[config.mk]
export PLATFORM = sky130hd
export DESIGN_NAME = pll_reset_ctrl
export DESIGN_NICKNAME = d
export VERILOG_FILES = /design/src/rtl/pll_ctrl_pkg.sv /design/src/rtl/pll_freq_mon.sv /design/src/rtl/pll_reset_ctrl.sv
export SDC_FILE = /design/constraint.sdc
export NUM_CORES = 1
export LEC_CHECK = 0
export CORE_ASPECT_RATIO = 1.5
export CORE_UTILIZATION = 52
export DETAILED_ROUTE_END_ITERATION = 7
export GPL_TIMING_DRIVEN = 1
export HOLD_SLACK_MARGIN = 0.08
export PLACE_DENSITY = 0.81
export SYNTH_ARGS = -nofsm -noshare
export SYNTH_HDL_FRONTEND = slang
export SYNTH_SLANG_ARGS = --single-unit
[constraint.sdc]
create_clock -name refclk -period 2.15 [get_ports refclk]
set_input_delay 0.5375 -clock refclk [delete_from_list [all_inputs] [get_ports refclk]]
set_output_delay 0.5375 -clock refclk [all_outputs]
set_load 0.01 [all_outputs]
[src/rtl/pll_ctrl_pkg.sv]
// Shared state encoding, default timing and width helpers for the PLL reset/lock sequencer.
package pll_ctrl_pkg;

    typedef enum logic [2:0] {
        ST_ASSERT,
        ST_SETTLE,
        ST_CHECK,
        ST_RUN,
        ST_FAULT
    } pll_state_t;

    localparam int DEF_RST_CYCLES    = 64;
    localparam int DEF_SETTLE_CYCLES = 4200;
    localparam int DEF_WIN_CYCLES    = 256;
    localparam int DEF_EXP_EDGES     = 64;
    localparam int DEF_TOL           = 4;
    localparam int DEF_GOOD_WINDOWS  = 2;
    localparam int DEF_MAX_RETRY     = 3;

    // Bits needed for a counter spanning 0..n-1 (never narrower than 1).
    function automatic int cnt_width(input int n);
        return (n <= 2) ? 1 : $clog2(n);
    endfunction

    function automatic int edge_width(input int exp_edges);
        return $clog2(2 * exp_edges) + 1;
    endfunction

endpackage

[src/rtl/pll_freq_mon.sv]
// Frequency monitor: synchronises the clk0-domain feedback toggle and counts its
// transitions over back-to-back refclk windows, flagging whether each window is in range.
module pll_freq_mon
    import pll_ctrl_pkg::*;
#(
    parameter int WIN_CYCLES = DEF_WIN_CYCLES,
    parameter int EXP_EDGES  = DEF_EXP_EDGES,
    parameter int TOL        = DEF_TOL
) (
    input  logic                                refclk,
    input  logic                                reset_n,
    input  logic                                clear,
    input  logic                                fb_toggle,
    output logic                                win_done,
    output logic                                in_range,
    output logic [edge_width(EXP_EDGES)-1:0]    edge_cnt
);

    localparam int EW = edge_width(EXP_EDGES);
    localparam int WW = cnt_width(WIN_CYCLES);
    localparam logic [WW-1:0] WIN_LAST = WW'(WIN_CYCLES - 1);
    localparam logic [EW-1:0] EDGE_LO  = EW'(EXP_EDGES - TOL);
    localparam logic [EW-1:0] EDGE_HI  = EW'(EXP_EDGES + TOL);

    logic [2:0]    sync_reg;
    logic [2:0]    sync_in;
    logic          edge_flag;
    logic [WW-1:0] win_cnt_reg;
    logic [EW-1:0] acc_reg;
    logic [EW-1:0] acc_next;
    logic [EW-1:0] edge_cnt_reg;
    logic          win_done_reg;
    logic          in_range_reg;

    assign sync_in = {sync_reg[1:0], fb_toggle};

    genvar gi;
    generate
        for (gi = 0; gi < 3; gi++) begin : g_sync
            always_ff @(posedge refclk) begin
                if (!reset_n) begin
                    sync_reg[gi] <= 1'b0;
                end else begin
                    sync_reg[gi] <= sync_in[gi];
                end
            end
        end
    endgenerate

    assign edge_flag = sync_reg[1] ^ sync_reg[2];

    // Saturating accumulate so a runaway feedback clock cannot wrap into range.
    always_comb begin
        acc_next = acc_reg;
        if (edge_flag && (acc_reg != '1)) begin
            acc_next = acc_reg + EW'(1);
        end
    end

    always_ff @(posedge refclk) begin
        if (!reset_n) begin
            win_cnt_reg  <= '0;
            acc_reg      <= '0;
            edge_cnt_reg <= '0;
            win_done_reg <= 1'b0;
            in_range_reg <= 1'b0;
        end else if (clear) begin
            win_cnt_reg  <= '0;
            acc_reg      <= '0;
            win_done_reg <= 1'b0;
            in_range_reg <= 1'b0;
        end else begin
            win_done_reg <= 1'b0;
            if (win_cnt_reg == WIN_LAST) begin
                win_cnt_reg  <= '0;
                acc_reg      <= '0;
                edge_cnt_reg <= acc_next;
                in_range_reg <= (acc_next >= EDGE_LO) && (acc_next <= EDGE_HI);
                win_done_reg <= 1'b1;
            end else begin
                win_cnt_reg <= win_cnt_reg + WW'(1);
                acc_reg     <= acc_next;
            end
        end
    end

    assign win_done = win_done_reg;
    assign in_range = in_range_reg;
    assign edge_cnt = edge_cnt_reg;

endmodule

[src/rtl/pll_reset_ctrl.sv]
// PLL reset/lock sequencer: pulses pllreset, waits for settle, verifies the feedback
// frequency and only then releases the downstream system reset; retries then faults.
module pll_reset_ctrl
    import pll_ctrl_pkg::*;
#(
    parameter int RST_CYCLES    = DEF_RST_CYCLES,
    parameter int SETTLE_CYCLES = DEF_SETTLE_CYCLES,
    parameter int WIN_CYCLES    = DEF_WIN_CYCLES,
    parameter int EXP_EDGES     = DEF_EXP_EDGES,
    parameter int TOL           = DEF_TOL,
    parameter int GOOD_WINDOWS  = DEF_GOOD_WINDOWS,
    parameter int MAX_RETRY     = DEF_MAX_RETRY
) (
    input  logic                                refclk,
    input  logic                                reset_n,
    input  logic                                fb_toggle,
    input  logic                                soft_req,
    output logic                                pll_rst,
    output logic                                pll_ready,
    output logic                                sys_rst_n,
    output logic                                fault,
    output logic [1:0]                          retry_cnt,
    output logic [edge_width(EXP_EDGES)-1:0]    edge_cnt
);

    localparam int PHASE_MAX = (SETTLE_CYCLES > RST_CYCLES) ? SETTLE_CYCLES : RST_CYCLES;
    localparam int PW = cnt_width(PHASE_MAX);
    localparam int GW = cnt_width(GOOD_WINDOWS);
    localparam logic [PW-1:0] RST_LAST    = PW'(RST_CYCLES - 1);
    localparam logic [PW-1:0] SETTLE_LAST = PW'(SETTLE_CYCLES - 1);
    localparam logic [GW-1:0] GOOD_LAST   = GW'(GOOD_WINDOWS - 1);
    localparam logic [1:0]    RETRY_LAST  = 2'(MAX_RETRY - 1);

    pll_state_t    state_reg;
    logic [PW-1:0] phase_cnt_reg;
    logic [GW-1:0] good_cnt_reg;
    logic [1:0]    retry_cnt_reg;
    logic          pll_rst_reg;
    logic          pll_ready_reg;
    logic          sys_rst_n_reg;
    logic          fault_reg;
    logic          mon_clear;
    logic          win_done;
    logic          in_range;

    // Measurement only runs while the PLL is supposed to be up.
    assign mon_clear = soft_req || !((state_reg == ST_CHECK) || (state_reg == ST_RUN));

    pll_freq_mon #(
        .WIN_CYCLES (WIN_CYCLES),
        .EXP_EDGES  (EXP_EDGES),
        .TOL        (TOL)
    ) u_freq_mon (
        .refclk     (refclk),
        .reset_n    (reset_n),
        .clear      (mon_clear),
        .fb_toggle  (fb_toggle),
        .win_done   (win_done),
        .in_range   (in_range),
        .edge_cnt   (edge_cnt)
    );

    always_ff @(posedge refclk) begin
        if (!reset_n || soft_req) begin
            state_reg     <= ST_ASSERT;
            phase_cnt_reg <= '0;
            good_cnt_reg  <= '0;
            retry_cnt_reg <= '0;
            pll_rst_reg   <= 1'b1;
            pll_ready_reg <= 1'b0;
            sys_rst_n_reg <= 1'b0;
            fault_reg     <= 1'b0;
        end else begin
            case (state_reg)
                ST_ASSERT: begin
                    if (phase_cnt_reg == RST_LAST) begin
                        state_reg     <= ST_SETTLE;
                        phase_cnt_reg <= '0;
                        pll_rst_reg   <= 1'b0;
                    end else begin
                        phase_cnt_reg <= phase_cnt_reg + PW'(1);
                    end
                end
                ST_SETTLE: begin
                    if (phase_cnt_reg == SETTLE_LAST) begin
                        state_reg     <= ST_CHECK;
                        phase_cnt_reg <= '0;
                        good_cnt_reg  <= '0;
                    end else begin
                        phase_cnt_reg <= phase_cnt_reg + PW'(1);
                    end
                end
                ST_CHECK: begin
                    if (win_done) begin
                        if (in_range) begin
                            if (good_cnt_reg == GOOD_LAST) begin
                                state_reg     <= ST_RUN;
                                good_cnt_reg  <= '0;
                                pll_ready_reg <= 1'b1;
                                sys_rst_n_reg <= 1'b1;
                            end else begin
                                good_cnt_reg <= good_cnt_reg + GW'(1);
                            end
                        end else if (retry_cnt_reg < RETRY_LAST) begin
                            state_reg     <= ST_ASSERT;
                            retry_cnt_reg <= retry_cnt_reg + 2'd1;
                            pll_rst_reg   <= 1'b1;
                        end else begin
                            state_reg   <= ST_FAULT;
                            pll_rst_reg <= 1'b1;
                            fault_reg   <= 1'b1;
                        end
                    end
                end
                ST_RUN: begin
                    // Loss of frequency while running is a fresh sequence, not a retry.
                    if (win_done && !in_range) begin
                        state_reg     <= ST_ASSERT;
                        retry_cnt_reg <= '0;
                        pll_rst_reg   <= 1'b1;
                        pll_ready_reg <= 1'b0;
                        sys_rst_n_reg <= 1'b0;
                    end
                end
                ST_FAULT: begin
                    pll_rst_reg   <= 1'b1;
                    sys_rst_n_reg <= 1'b0;
                    fault_reg     <= 1'b1;
                end
                default: begin
                    state_reg     <= ST_ASSERT;
                    phase_cnt_reg <= '0;
                    pll_rst_reg   <= 1'b1;
                    pll_ready_reg <= 1'b0;
                    sys_rst_n_reg <= 1'b0;
                end
            endcase
        end
    end

    assign pll_rst   = pll_rst_reg;
    assign pll_ready = pll_ready_reg;
    assign sys_rst_n = sys_rst_n_reg;
    assign fault     = fault_reg;
    assign retry_cnt = retry_cnt_reg;

endmodule
==> results of run 1 <==
[power groups by stage]
| stage | Sequential (mW) | Clock [mW] | Combinational [mW] |
|---|---|---|---|
| 2_1_floorplan | 0.991 | 0 | 0.0214 |
| 3_3_place_gp | 0.992 | 0 | 0.0360 |
| 3_5_place_dp | 0.992 | 0 | 0.0366 |
| 4_1_cts | 0.969 | 0.546 | 0.0372 |
| 5_1_grt | 0.970 | 0.586 | 0.0418 |
| 6_report | 0.969 | 0.530 | 0.0384 |
[worst max-delay path, delay by kind of cell (launching register included)]
kind | cells | cell delay, ns
compound gates | 2 | 0.49
xor+xnor | 1 | 0.36
flops | 1 | 0.37
mux | 1 | 0.34
simple gates | 2 | 0.41
[per-stage QoR]
stage                     setup WS, ns  hold slack [ns]
after CTS                       0.0578            0.451
final                            0.124            0.444
after detailed placement       0.00752            0.428
after global placement          0.0220            0.417
after floorplan                 0.0596            0.412
after global routing            0.0127            0.454
[layout make-up]
type / instances / share of cell area
Inverter: 8 / 0.0107
Clock buffer: 5 / 0.0246
Tap cell: 48 / 0.0214
Sequential cell: 52 / 0.372
Multi-Input combinational cell: 205 / 0.481
Timing Repair Buffer: 26 / 0.0849
Clock inverter: 2 / 0.00447
[layer usage]
metal  track usage  up-vias  part of all wire
met3        0.0377        4             0.023
met1         0.222      917              0.43
met2         0.378       24              0.54
met5             0        -                 0
li1              -      997                 -
met4        0.0866        0             0.012
[cells by family after synthesis]
group / count (synthesis) / share of synthesized area
compound gates: 38 / 0.115
simple gates: 129 / 0.273
xor+xnor: 20 / 0.0748
buf+inv: 19 / 0.0313
flops: 52 / 0.426
mux: 15 / 0.0646
fa+ha+maj: 3 / 0.0154
[worst min-delay path by stage]
| stage | from | end | slack, ns |
|---|---|---|---|
| 2_1_floorplan | u_freq_mon.sync_in[1]$_SDFF_PN0_ | u_freq_mon.sync_in[2]$_SDFF_PN0_ | 0.41 |
| 3_3_place_gp | u_freq_mon.sync_in[1]$_SDFF_PN0_ | u_freq_mon.sync_in[2]$_SDFF_PN0_ | 0.42 |
| 3_5_place_dp | u_freq_mon.sync_in[1]$_SDFF_PN0_ | u_freq_mon.sync_in[2]$_SDFF_PN0_ | 0.43 |
| 4_1_cts | u_freq_mon.sync_in[1]$_SDFF_PN0_ | u_freq_mon.sync_in[2]$_SDFF_PN0_ | 0.45 |
| 5_1_grt | u_freq_mon.sync_in[1]$_SDFF_PN0_ | u_freq_mon.sync_in[2]$_SDFF_PN0_ | 0.45 |
| 6_report | u_freq_mon.sync_in[1]$_SDFF_PN0_ | u_freq_mon.sync_in[2]$_SDFF_PN0_ | 0.44 |
[layout by cell type (no fill, tap or decap), types with 3 or more instances in the layout]
| cell type | instances |
|---|---|
| buf_4 | 9 |
| nand4_1 | 5 |
| inv_1 | 8 |
| o21ai_0 | 6 |
| xor2_1 | 12 |
| nor2_1 | 40 |
| a211oi_1 | 3 |
| clkbuf_8 | 5 |
| clkdlybuf4s50_1 | 17 |
| nand2_1 | 27 |
| and2_1 | 8 |
| or3_1 | 3 |
| xnor2_1 | 7 |
| nand3_1 | 8 |
| and3_1 | 5 |
| mux2i_1 | 12 |
| dfxtp_1 | 50 |
| nor3_1 | 8 |
| nor2b_1 | 9 |
| a21oi_1 | 7 |
[repair_timing]
| item | 4_1_cts | 5_1_grt |
|---|---|---|
| endpoints found under the hold margin | 0 | 0 |
| cloned | 0 | 0 |
| gates resized for setup | 1 | 6 |
| endpoints found under the setup margin | 1 | 12 |
| pin swaps | 0 | 0 |
==> flow_metrics.env, run 1 <==
export IMPL_r2r_start="u_freq_mon.sync_in[2]$_SDFF_PN0_"
export IMPL_fin_nets=305
export IMPL_seqPwrFrac=0.630
export IMPL_grt_usage=0.205
export IMPL_ant_nets=0
export IMPL_worst_path_max_delay_cell="dfxtp_1"
export IMPL_yosysUniqueCellTypes=55
export IMPL_ff_latch_area_sq_um=1040
export IMPL_crit_path_max_incr_delay_ns=0.37
export IMPL_failed_checks="design-rule violations"
export IMPL_dpl_cell_area_sq_um=2690
export IMPL_clock_skew_ns=0.00850
export IMPL_rows=30
export IMPL_r2r_end="u_freq_mon.in_range$_SDFFE_PP0P_"
export IMPL_synth_edf_count=0
export IMPL_largest_reg_flops=13
export IMPL_r2r_setup_slack_ns=0.12
export IMPL_period_share=0.942
export IMPL_setup_tns_ns=0
export IMPL_final_cells=346
export IMPL_cp_end_kind="register"
export IMPL_cts_htree_levels=2
export IMPL_cts_setup_buffers=0
export IMPL_dieArea_sq_um=4980
export IMPL_worstPathArrival_ns=2.28
export IMPL_setup_viol=0
export IMPL_vdd_drop_max_uv=466
export IMPL_grt_pass1_vias=1812
export IMPL_power_share_combinational=0.025
export IMPL_synth_area_leaders="dfxtp_1, nor2_1, mux2i_1"
export IMPL_crit_chain="xor2_2 -> and4_4 -> nand3_2 -> mux2_4 -> o41ai_2 -> a32o_1"
export IMPL_io_pins=18
export IMPL_cp_startpoint="u_freq_mon.sync_in[2]$_SDFF_PN0_"
export IMPL_p_sw_uw=332
export IMPL_maxClockFrequency_mhz=494
export IMPL_utilization=0.622
export IMPL_num_vias=1942
export IMPL_slew_headroom=0.701
export IMPL_synth_seq_cells=52
export IMPL_final_area_sq_um=2800
export IMPL_place_congestion=0.846
export IMPL_grt_max_degree=16
export IMPL_grt_first_pass_wirelength_mm=7.95
export IMPL_wl_mm=4.69
export IMPL_numCtsBuffers=5
export IMPL_worstMarginPinSlew_ns=0.436
export IMPL_clkTransAtPathRegs_ns=0.09
export IMPL_route_detailed_drc=3
export IMPL_crit_end="u_freq_mon.in_range$_SDFFE_PP0P_"
export IMPL_dieWidth_um=57.9
export IMPL_cts_root_buf="clkbuf_8"
export IMPL_ys_async_sr_fraction=0
export IMPL_report_final_slew_viol_count=0
export IMPL_drive_gt1_frac=0.117
export IMPL_ys_flop_type="dfxtp_1"
export IMPL_syn_area_sq_um=2440
export IMPL_multiInputGateArea_sq_um=1350
export IMPL_finalPower_mw=1.54
export IMPL_synth_yosys_warnings=0
export IMPL_p_clk_frac=0.345
export IMPL_holdBufCountCts=0
export IMPL_drt_initial_drc_count=64
export IMPL_port_buffers=17
export IMPL_yosysMostFrequentCell="dfxtp_1"
export IMPL_r2r_cells=6
export IMPL_synth_top_area_share=0.426
export IMPL_p_leak_nw=1.00
export IMPL_outcome="complete, but fails checks"
export IMPL_vias_per_cell=5.61
export IMPL_synth_nets=283
export IMPL_cp_max_fo=7
export IMPL_synth_top_area_cell="dfxtp_1"
export IMPL_p_int_mw=1.21
export IMPL_place_detailed_hpwl_mm=3.36
export IMPL_num_antenna_cells=0
export IMPL_clk_latency_ns=0.30
export IMPL_avgRoutedWirePerCell_um=13.5
export IMPL_crit_required_ns=2.40
export IMPL_initial_core_util=0.542
export IMPL_switching_share=0.216
export IMPL_fillers=382
export IMPL_firstDrtPassIters=6
export IMPL_synthCells=276
export IMPL_drv_cap=0
export IMPL_min_delay_path_depth=1
export IMPL_die_y_um=85.9
export IMPL_synth_top_cells_by_count="dfxtp_1, nor2_1, nand2_1"
export IMPL_core_area_sq_um=4500
export IMPL_finalCriticalPeriod_ns=2.03
export IMPL_clock_sinks=52
export IMPL_finalHoldViolCount=0
export IMPL_cellPowerDensity_nw_per_um2=549
export IMPL_antenna_found_initial=0
export IMPL_synth_avg_cell_area_sq_um=8.84
export IMPL_hp_class="register to register"
export IMPL_rsz0062_at_grt="no"
export IMPL_path_class="register to register"
export IMPL_placed_cells=339
export IMPL_area_growth_pct=14.8
export IMPL_cts_tree="yes"
export IMPL_critPathLaunchType="register"
export IMPL_ys_seq_area_frac=0.426
export IMPL_cts_max_path_buffers=2
export IMPL_grt_overflow=0
Note: power is estimated with default switching activity, not from simulation.
==> inputs of run 2 (changes only) <==
--- a/config.mk
+++ b/config.mk
@@ -5,7 +5,6 @@
 export SDC_FILE = /design/constraint.sdc
 export NUM_CORES = 1
 export LEC_CHECK = 0
-export CORE_ASPECT_RATIO = 1.5
 export CORE_UTILIZATION = 52
 export DETAILED_ROUTE_END_ITERATION = 7
 export GPL_TIMING_DRIVEN = 1
@@ -13,4 +12,5 @@
 export PLACE_DENSITY = 0.81
 export SYNTH_ARGS = -nofsm -noshare
 export SYNTH_HDL_FRONTEND = slang
+export SYNTH_HIERARCHICAL = 1
 export SYNTH_SLANG_ARGS = --single-unit
==> run 2 against run 1 <==
Effect of this change: the flow now finishes without violations; non-clock buffer count is 1 higher; worst hold slack worse by 0.0046 ns; clock skew decreased by 0.0017 ns; critical path type unchanged; largest cell class unchanged; highest routed layer unchanged.
==> flow_metrics.env, run 2 <==
export IMPL_finalHoldViolCount=0
export IMPL_critPathLaunchType="register"
export IMPL_final_area_sq_um=2910
export IMPL_final_cells=372
export IMPL_grt_overflow=0
export IMPL_multiInputGateArea_sq_um=1410
export IMPL_holdWs_ns=0.439
export IMPL_dieWidth_um=71.5
export IMPL_cts_tree="yes"
export IMPL_report_final_slew_viol_count=0
export IMPL_grt_use_met1=0.283
export IMPL_area_growth_pct=15.9
export IMPL_die_y_um=71.5
export IMPL_synth_area_leaders="dfxtp_1, nor2_1, mux2i_1"
export IMPL_grt_pass1_vias=2059
export IMPL_placed_cells=364
export IMPL_io_pins=18
export IMPL_clock_sinks=52
export IMPL_cellPowerDensity_nw_per_um2=589
export IMPL_crit_required_ns=2.34
export IMPL_fillers=399
export IMPL_clk_latency_ns=0.30
export IMPL_place_congestion=0.906
export IMPL_clkTransAtPathRegs_ns=0.09
export IMPL_worstMarginPinSlew_ns=0.569
export IMPL_drt_initial_drc_count=163
export IMPL_vias_per_cell=5.89
export IMPL_mostFrequentLayoutCell="dfxtp_1"
export IMPL_synthCells=294
export IMPL_grt_usage=0.221
export IMPL_cts_setup_buffers=0
export IMPL_period_share=0.951
export IMPL_rsz0062_at_grt="no"
export IMPL_grt_use_met3=0.0436
export IMPL_place_detailed_hpwl_mm=3.72
export IMPL_cts_resized=0
export IMPL_synth_yosys_warnings=6
export IMPL_top_usage_layer="met2"
export IMPL_ys_seq_area_frac=0.414
export IMPL_num_vias=2192
export IMPL_finalCriticalPeriod_ns=2.04
export IMPL_syn_area_sq_um=2510
export IMPL_numCtsBuffers=5
export IMPL_synth_top_area_cell="dfxtp_1"
export IMPL_dpl_cell_area_sq_um=2790
export IMPL_vdd_drop_max_uv=465
export IMPL_worst_slack_ns=0.106
export IMPL_rows=24
export IMPL_ff_latch_area_sq_um=1040
export IMPL_yosysMostFrequentCell="dfxtp_1"
export IMPL_worstPathArrival_ns=2.24
export IMPL_yosysUniqueCellTypes=52
export IMPL_synth_seq_cells=52
export IMPL_place_ws_ns=0.115
export IMPL_synth_nets=302
export IMPL_maxClockFrequency_mhz=489
export IMPL_ant_nets=0
export IMPL_antenna_found_initial=0
export IMPL_synth_top_area_share=0.414
export IMPL_synth_top_cells_by_count="dfxtp_1, nor2_1, nand2_1"
export IMPL_drive_gt1_frac=0.0844
export IMPL_avgRoutedWirePerCell_um=13.9
export IMPL_cts_max_path_buffers=2
export IMPL_largest_reg_flops=13
export IMPL_hp_class="register to register"
export IMPL_setup_tns_ns=0
export IMPL_grt_first_pass_wirelength_mm=9.09
export IMPL_setup_viol=0
export IMPL_ys_async_sr_fraction=0
export IMPL_use_met2=0.381
export IMPL_outcome="finished, final reports clean"
export IMPL_ys_flop_type="dfxtp_1"
export IMPL_clock_skew_ns=0.00675
export IMPL_path_class="register to register"
export IMPL_cp_max_fo=5
export IMPL_dieArea_sq_um=5110
export IMPL_core_area_sq_um=4500
export IMPL_synth_avg_cell_area_sq_um=8.55
export IMPL_grt_max_degree=17
export IMPL_utilization=0.647
export IMPL_fin_nets=327
export IMPL_finalPower_mw=1.72
export IMPL_final_cell_mix="dfxtp_1, nor2_1, nand2_1, nand3_1, clkdlybuf4s50_1"
export IMPL_drv_cap=0
export IMPL_slew_headroom=0.620
export IMPL_firstDrtPassIters=4
export IMPL_cts_htree_levels=2
export IMPL_initial_core_util=0.558
export IMPL_cts_root_buf="clkbuf_8"
export IMPL_synth_edf_count=0
export IMPL_holdBufCountCts=0
export IMPL_wl_mm=5.18
export IMPL_p_leak_nw=0.997
export IMPL_route_detailed_drc=0
export IMPL_num_antenna_cells=0
export IMPL_cp_end_kind="register"
export IMPL_port_buffers=17
[run 2: cells by family (layout without fill, tap and decap cells)]
group / count (synthesis) / count (layout) / share of synthesized area
and+or+nand+nor: 143 / 143 / 0.299
buffers and inverters: 18 / 44 / 0.0274
adders and majority gates: 4 / 4 / 0.0199
DFF: 52 / 52 / 0.414
AOI/OAI and AO/OA: 45 / 45 / 0.117
xor gates and xnor gates: 18 / 18 / 0.0657
muxes: 14 / 14 / 0.0568
[run 2: final timing paths]
| path | to | from | depth (start not counted) | slack [ns] |
|---|---|---|---|---|
| worst max register to register | state_reg[0]$_SDFFE_PP0P_ | phase_cnt_reg[0]$_SDFFE_PP0N_ | 6 | 0.11 |
| worst max-delay path | state_reg[0]$_SDFFE_PP0P_ | phase_cnt_reg[0]$_SDFFE_PP0N_ | 6 | 0.11 |
| worst min register to register | u_freq_mon/sync_in[2]$_SDFF_PN0_ | u_freq_mon/sync_in[1]$_SDFF_PN0_ | 1 | 0.44 |
| worst min-delay path | u_freq_mon/sync_in[2]$_SDFF_PN0_ | u_freq_mon/sync_in[1]$_SDFF_PN0_ | 1 | 0.44 |
[run 2: critical path: stages, from the launching register on]
cell and delay (ns):
dfxtp_1 0.41, ha_1 0.19, or4b_4 0.48, nor3_4 0.14, nor2_1 0.07, or4_1 0.52, mux2i_1 0.14
[run 2: layout make-up]
cell class | instances | area share
multi-input cells | 224 | 0.483
flip-flops and latches | 52 | 0.357
clock buffers | 6 | 0.0284
inverters | 9 | 0.0116
well taps | 52 | 0.0223
repair buffers | 27 | 0.0842
clock inverters | 2 | 0.0133
[run 2: where the power goes]
group          internal, mW  switching, mW
combinational        0.0226         0.0244
sequential            0.966        0.00383
clock                 0.381          0.319
[run 2: layer usage]
layer | part of all wire | wire length (um)
met1 | 0.46 | 2380
met2 | 0.47 | 2430
met3 | 0.055 | 287
met4 | 0.016 | 85
met5 | 0 | 0
==> inputs of run 3 (changes only) <==
--- a/config.mk
+++ b/config.mk
@@ -8,7 +8,7 @@
 export CORE_UTILIZATION = 52
 export DETAILED_ROUTE_END_ITERATION = 7
 export GPL_TIMING_DRIVEN = 1
-export HOLD_SLACK_MARGIN = 0.08
+export HOLD_SLACK_MARGIN = 0.06
 export PLACE_DENSITY = 0.81
 export SYNTH_ARGS = -nofsm -noshare
 export SYNTH_HDL_FRONTEND = slang
==> results of run 3 <==
The final DEF is identical to that of run 2; final timing and power are the same.
